<file path="config.mk">
export PLATFORM = sky130hd
export DESIGN_NAME = intr_ctrl_n
export DESIGN_NICKNAME = d
export VERILOG_FILES = /design/src/rtl/intr_pkg.sv /design/src/rtl/intr_prio_enc.sv /design/src/rtl/intr_ctrl_n.sv
export SDC_FILE = /design/constraint.sdc
export NUM_CORES = 1
export LEC_CHECK = 0
export CAP_MARGIN = 20
export CORE_ASPECT_RATIO = 0.5
export CORE_UTILIZATION = 30
export DETAILED_ROUTE_END_ITERATION = 8
export SYNTH_ARGS = -nofsm -noshare
export SYNTH_HDL_FRONTEND = slang
export SYNTH_SLANG_ARGS = --single-unit
</file>
<file path="constraint.sdc">
create_clock -name CLK -period 3.4 [get_ports CLK]
set_clock_uncertainty 0.05 [all_clocks]
set_input_delay 0.68 -clock CLK [delete_from_list [all_inputs] [get_ports CLK]]
set_output_delay 0.68 -clock CLK [all_outputs]
set_load 0.01 [all_outputs]
</file>
<file path="src/rtl/intr_pkg.sv">
// Shared definitions for the vectored interrupt controller: register map and FSM states.
package intr_pkg;

  // Register select codes for the intAddr port
  localparam logic [1:0] INTR_ADDR_MASK  = 2'd0;
  localparam logic [1:0] INTR_ADDR_MODE  = 2'd1;
  localparam logic [1:0] INTR_ADDR_PEND  = 2'd2;
  localparam logic [1:0] INTR_ADDR_INSVC = 2'd3;

  // Request handshake states: IDLE arbitrates, REQ holds a frozen vector for the CPU
  typedef enum logic [0:0] {
    IDLE = 1'b0,
    REQ  = 1'b1
  } intr_state_e;

endpackage

</file>
<file path="src/rtl/intr_prio_enc.sv">
// Lowest-set-bit priority encoder; index 0 is the highest priority.
module intr_prio_enc #(
  parameter int N = 4,
  parameter int W = (N > 1) ? $clog2(N) : 1
) (
  input  logic [N-1:0] req,
  output logic         valid,
  output logic [W-1:0] index
);

  // Scan from the top down so the lowest set bit is the last one written
  always_comb begin
    valid = 1'b0;
    index = '0;
    for (int i = N - 1; i >= 0; i--) begin
      if (req[i]) begin
        valid = 1'b1;
        index = W'(i);
      end
    end
  end

endmodule

</file>
<file path="src/rtl/intr_ctrl_n.sv">
// Parametrised vectored interrupt controller: synchronised sources, per-source mask and
// edge/level mode, fixed priority with nested in-service tracking, and a register port.
module intr_ctrl_n #(
  parameter  int NUM_SRC = 4,
  parameter  int DATA_W  = 16,
  localparam int SRC_W   = $clog2(NUM_SRC)
) (
  input  logic               CLK,
  input  logic               Reset,
  input  logic [NUM_SRC-1:0] irq,
  input  logic               intWrite,
  input  logic [1:0]         intAddr,
  input  logic [DATA_W-1:0]  intDataIn,
  output logic [DATA_W-1:0]  intDataOut,
  input  logic               intAck,
  input  logic               intEoi,
  output logic               intr,
  output logic [SRC_W-1:0]   intVec
);

  import intr_pkg::*;

  logic [NUM_SRC-1:0] s1, s2, s3;
  logic [NUM_SRC-1:0] maskReg, modeReg, pendEdge, insvc;
  intr_state_e        state;

  logic [NUM_SRC-1:0] writeData, modeNext, edgeDet, pend, eligible, prioBelow;
  logic [NUM_SRC-1:0] vecOneHot, w1cClr, ackClr, eoiClr, pendEdgeNext, insvcNext;
  logic               eligValid, insvcValid, ackTake, withdraw;
  logic [SRC_W-1:0]   eligIdx, insvcIdx;

  generate
    if (DATA_W > NUM_SRC) begin : g_unused
      logic unusedDataBits;
      assign unusedDataBits = ^intDataIn[DATA_W-1:NUM_SRC];
    end
  endgenerate

  assign writeData = intDataIn[NUM_SRC-1:0];
  assign modeNext  = (intWrite && intAddr == INTR_ADDR_MODE) ? writeData : modeReg;
  assign edgeDet   = s2 & ~s3;

  // Level sources read the synchronised line directly; edge sources read the latch
  assign pend      = (modeReg & pendEdge) | (~modeReg & s2);

  intr_prio_enc #(.N(NUM_SRC), .W(SRC_W)) u_insvc_enc (
    .req   (insvc),
    .valid (insvcValid),
    .index (insvcIdx)
  );

  // Only sources strictly more urgent than the most urgent in-service one may interrupt
  assign prioBelow = insvcValid ? ((NUM_SRC'(1) << insvcIdx) - NUM_SRC'(1)) : '1;
  assign eligible  = pend & maskReg & prioBelow;

  intr_prio_enc #(.N(NUM_SRC), .W(SRC_W)) u_elig_enc (
    .req   (eligible),
    .valid (eligValid),
    .index (eligIdx)
  );

  assign vecOneHot = NUM_SRC'(1) << intVec;
  assign ackTake   = (state == REQ) && intAck;
  assign withdraw  = (state == REQ) && !intAck && ((eligible & vecOneHot) == '0);

  assign w1cClr = (intWrite && intAddr == INTR_ADDR_PEND) ? writeData : '0;
  assign ackClr = ackTake ? vecOneHot : '0;
  assign eoiClr = (intEoi && insvcValid) ? (NUM_SRC'(1) << insvcIdx) : '0;

  // A new edge beats any clear in the same cycle; leaving edge mode drops the latch
  assign pendEdgeNext = ((pendEdge & ~(w1cClr | ackClr)) | edgeDet) & modeNext;

  // EOI retires against the pre-ack in-service set, then the acked source is added
  assign insvcNext = (insvc & ~eoiClr) | ackClr;

  // Register read mux, unused upper bits read as zero
  always_comb begin
    intDataOut = '0;
    case (intAddr)
      INTR_ADDR_MASK:  intDataOut = DATA_W'(maskReg);
      INTR_ADDR_MODE:  intDataOut = DATA_W'(modeReg);
      INTR_ADDR_PEND:  intDataOut = DATA_W'(pend);
      default:         intDataOut = DATA_W'(insvc);
    endcase
  end

  // Two-flop synchroniser plus a delay flop for edge detection
  always_ff @(posedge CLK or posedge Reset) begin
    if (Reset) begin
      s1 <= '0;
      s2 <= '0;
      s3 <= '0;
    end else begin
      s1 <= irq;
      s2 <= s1;
      s3 <= s2;
    end
  end

  // Software-visible configuration and status state
  always_ff @(posedge CLK or posedge Reset) begin
    if (Reset) begin
      maskReg  <= '0;
      modeReg  <= '0;
      pendEdge <= '0;
      insvc    <= '0;
    end else begin
      if (intWrite && intAddr == INTR_ADDR_MASK) begin
        maskReg <= writeData;
      end
      modeReg  <= modeNext;
      pendEdge <= pendEdgeNext;
      insvc    <= insvcNext;
    end
  end

  // Request handshake: arbitrate in IDLE, hold the vector in REQ until ack or withdraw
  always_ff @(posedge CLK or posedge Reset) begin
    if (Reset) begin
      state  <= IDLE;
      intr   <= 1'b0;
      intVec <= '0;
    end else begin
      case (state)
        IDLE: begin
          if (eligValid) begin
            state  <= REQ;
            intVec <= eligIdx;
            intr   <= 1'b1;
          end
        end
        default: begin
          if (ackTake || withdraw) begin
            state <= IDLE;
            intr  <= 1'b0;
          end
        end
      endcase
    end
  end

endmodule
</file>
==> results.sh <==
export IMPL_cp_start_kind="input port"
export IMPL_synth_fa_ha_area_frac=0
export IMPL_cp_common_cell="clkdlybuf4s50_1"
export IMPL_yosys_top_cells_area="dfrtp_1, mux2_2, buf_4"
export IMPL_antenna_cells=0
export IMPL_leakage_nw=0.817
export IMPL_placed_area_um2=1740
export IMPL_ant_nets=0
export IMPL_clockBufferDepth=2
export IMPL_core_um2=4590
export IMPL_layout_cells_non_filler=219
export IMPL_yosysTopAreaCell="dfrtp_1"
export IMPL_synthMuxAreaShare=0.166
export IMPL_yosysWarnings=0
export IMPL_cp_arrival_ns=2.47
export IMPL_synth_xor_area_frac=0
export IMPL_grt_pass1_vias=893
export IMPL_setup_viol=0
export IMPL_status="complete, no violations"
export IMPL_numPortBuffers=21
export IMPL_path_buf_inv=2
export IMPL_async_flop_share=1.00
export IMPL_io_pins=46
export IMPL_routedWlPerCell_um=11.9
export IMPL_grt_max_degree=33
export IMPL_synth_edff_count=0
export IMPL_tritoncts="done"
export IMPL_antenna_found_initial=0
export IMPL_maxCapViolations=0
export IMPL_max_freq_mhz=313
export IMPL_rows=17
export IMPL_totalWireLength_um=2610
export IMPL_syn_area_um2=1500
export IMPL_cp_top_family="buffers and inverters"
export IMPL_required_ns=2.67
export IMPL_clock_sinks=32
export IMPL_vias=972
export IMPL_die_area_um2=5320
export IMPL_yosys_area_top_type_share=0.532
export IMPL_hold_viol_final=0
export IMPL_place_congestion=0.771
export IMPL_die_x_um=102
export IMPL_cpPeakStageDelay_ns=0.70
export IMPL_hold_buffers=0
export IMPL_die_y_um=52.1
export IMPL_synth_top_family_by_area="multiplexers"
export IMPL_path_cells="clkdlybuf4s50_1, mux4_1, clkdlybuf4s50_1"
export IMPL_post_synth_cell_area_avg_um2=11.7
export IMPL_syn2layout_area_growth_pct=21.8
export IMPL_cts_buffers=5
export IMPL_clk_pin_slew_ns=0.06
export IMPL_track_usage=0.115
export IMPL_layout_min_cycle_time_ns=3.20
export IMPL_rsz0062_at_grt="false"
export IMPL_synth_most_common_cell="dfrtp_1"
export IMPL_min_path_type="reg2reg"
export IMPL_fillers=456
export IMPL_synth_simple_area_share=0.159
export IMPL_irDropWorstVdd_uv=193
export IMPL_dr_pass1_iters=4
export IMPL_clk_latency_ns=0.28
export IMPL_drcViolationCount=0
export IMPL_critical_path_class="in2out"
export IMPL_drive_gt1_frac=0.170
export IMPL_ys_seq_elements=32
export IMPL_overflow=0
export IMPL_crit_path_max_fanout=7
export IMPL_synth_main_ff_cell="dfrtp_1"
export IMPL_post_cts_buffers=0
export IMPL_slowest_stage="clkdlybuf4s50_1"
export IMPL_finalSetupTns_ns=0
export IMPL_drv_slew=0
export IMPL_cts_root_buffer="clkbuf_8"
export IMPL_start_util=0.327
export IMPL_fin_crit_sh=0.940
export IMPL_synthDistinctLibCells=31
export IMPL_final_nets=179
export IMPL_final_util=0.399
export IMPL_viasPerCell=4.44
export IMPL_drt_initial_drc_count=52
export IMPL_power_density_nw_per_um2=633
export IMPL_timing_hold_ws_ns=0.298
export IMPL_grt_pass1_wl_um=4370
export IMPL_crit_path_end_kind="primary output"
export IMPL_dp_hpwl_um=1930
export IMPL_ctsResizeCount=0
export IMPL_cts_max_level=2
export IMPL_synth_compound_area_frac=0.0582
export IMPL_seq_area_frac_synth=0.532
export IMPL_syn_inst=128
export IMPL_dp_cells=211
export IMPL_synth_commonest_cells="dfrtp_1, nand2_1, buf_4"
export IMPL_final_area_um2=1830
flip-flops by register name (all words and copies together) (netlist names):
register / cells
s2: 4
modeReg: 4
intr: 1
pendEdge: 4
s1: 4
s3: 4
insvc: 4
intVec: 2
maskReg: 4
state: 1
worst paths after layout:
path,start,end,slack [ns],cells past startpoint
setup / recovery,intAddr[1],intDataOut[3],0.20,3
hold / removal,s1[1]$_DFF_PP0_,s2[1]$_DFF_PP0_,0.30,0
setup reg to reg,modeReg[1]$_DFF_PP0_,state$_DFF_PP0_,1.77,5
hold reg to reg,s1[1]$_DFF_PP0_,s2[1]$_DFF_PP0_,0.30,0
max in group asynchronous,Reset,modeReg[3]$_DFF_PP0_,2.27,3
min in group asynchronous,Reset,maskReg[1]$_DFFE_PP0P_,0.73,3
where the power goes:
part / internal (mW) / switching (mW)
clock network: 0.164 / 0.134
registers: 0.453 / 0.0827
logic: 0.184 / 0.140
cell type report:
cell class,instances,area (um2),share of cell area
sequential,32,801,0.437
multi-input combinational,87,622,0.339
timing repair buffer,22,218,0.119
clock buffer,7,86.3,0.0471
tap,66,82.6,0.0451
inverter,4,15.0,0.00820
clock inverter,1,7.51,0.00410
per-stage QoR:
step | power [mW] | setup slack (ns)
floorplan | 0.761 | 1.20
global placement | 0.866 | 0.188
detailed placement | 0.871 | 0.176
CTS | 1.18 | 0.180
global route | 1.24 | 0.125
finish | 1.16 | 0.205
logic make-up after synthesis:
kind of cell | Yosys count
simple gates | 45
mux | 17
compound gates | 13
flops | 32
buf+inv | 20
other cells | 1
layer usage:
layer	wire length, um	vias to the layer above	part of all wire	global-route usage
li1	-	467	-	-
met3	126	5	0.048	0.0363
met5	0	-	0	0
met4	36	0	0.014	0.0643
met2	1150	34	0.44	0.162
met1	1300	466	0.50	0.157
placed cells by master, fill, tap and decap left out, drive strengths merged:
master / netlist / routed
mux4: 4 / 4
clkinvlp: 0 / 1
or3: 1 / 1
a211o: 1 / 1
mux2i: 1 / 1
mux2: 12 / 12
or2: 1 / 1
nand4b: 1 / 1
nand2: 15 / 15
clkbuf: 2 / 7
dfrtp: 32 / 32
clkdlybuf4s50: 0 / 21
a21oi: 4 / 4
nand2b: 5 / 5
nand3b: 1 / 1
nand4: 2 / 2
o21ai: 2 / 2
o211a: 1 / 1
inv: 4 / 4
and3b: 1 / 1
nand3: 7 / 7
nor3b: 2 / 2
buf: 14 / 1
conb: 1 / 12
a31o: 1 / 1
nor2: 8 / 8
a21boi: 4 / 4
nor3: 1 / 1
No activity file was read; power rests on OpenSTA's default activity.
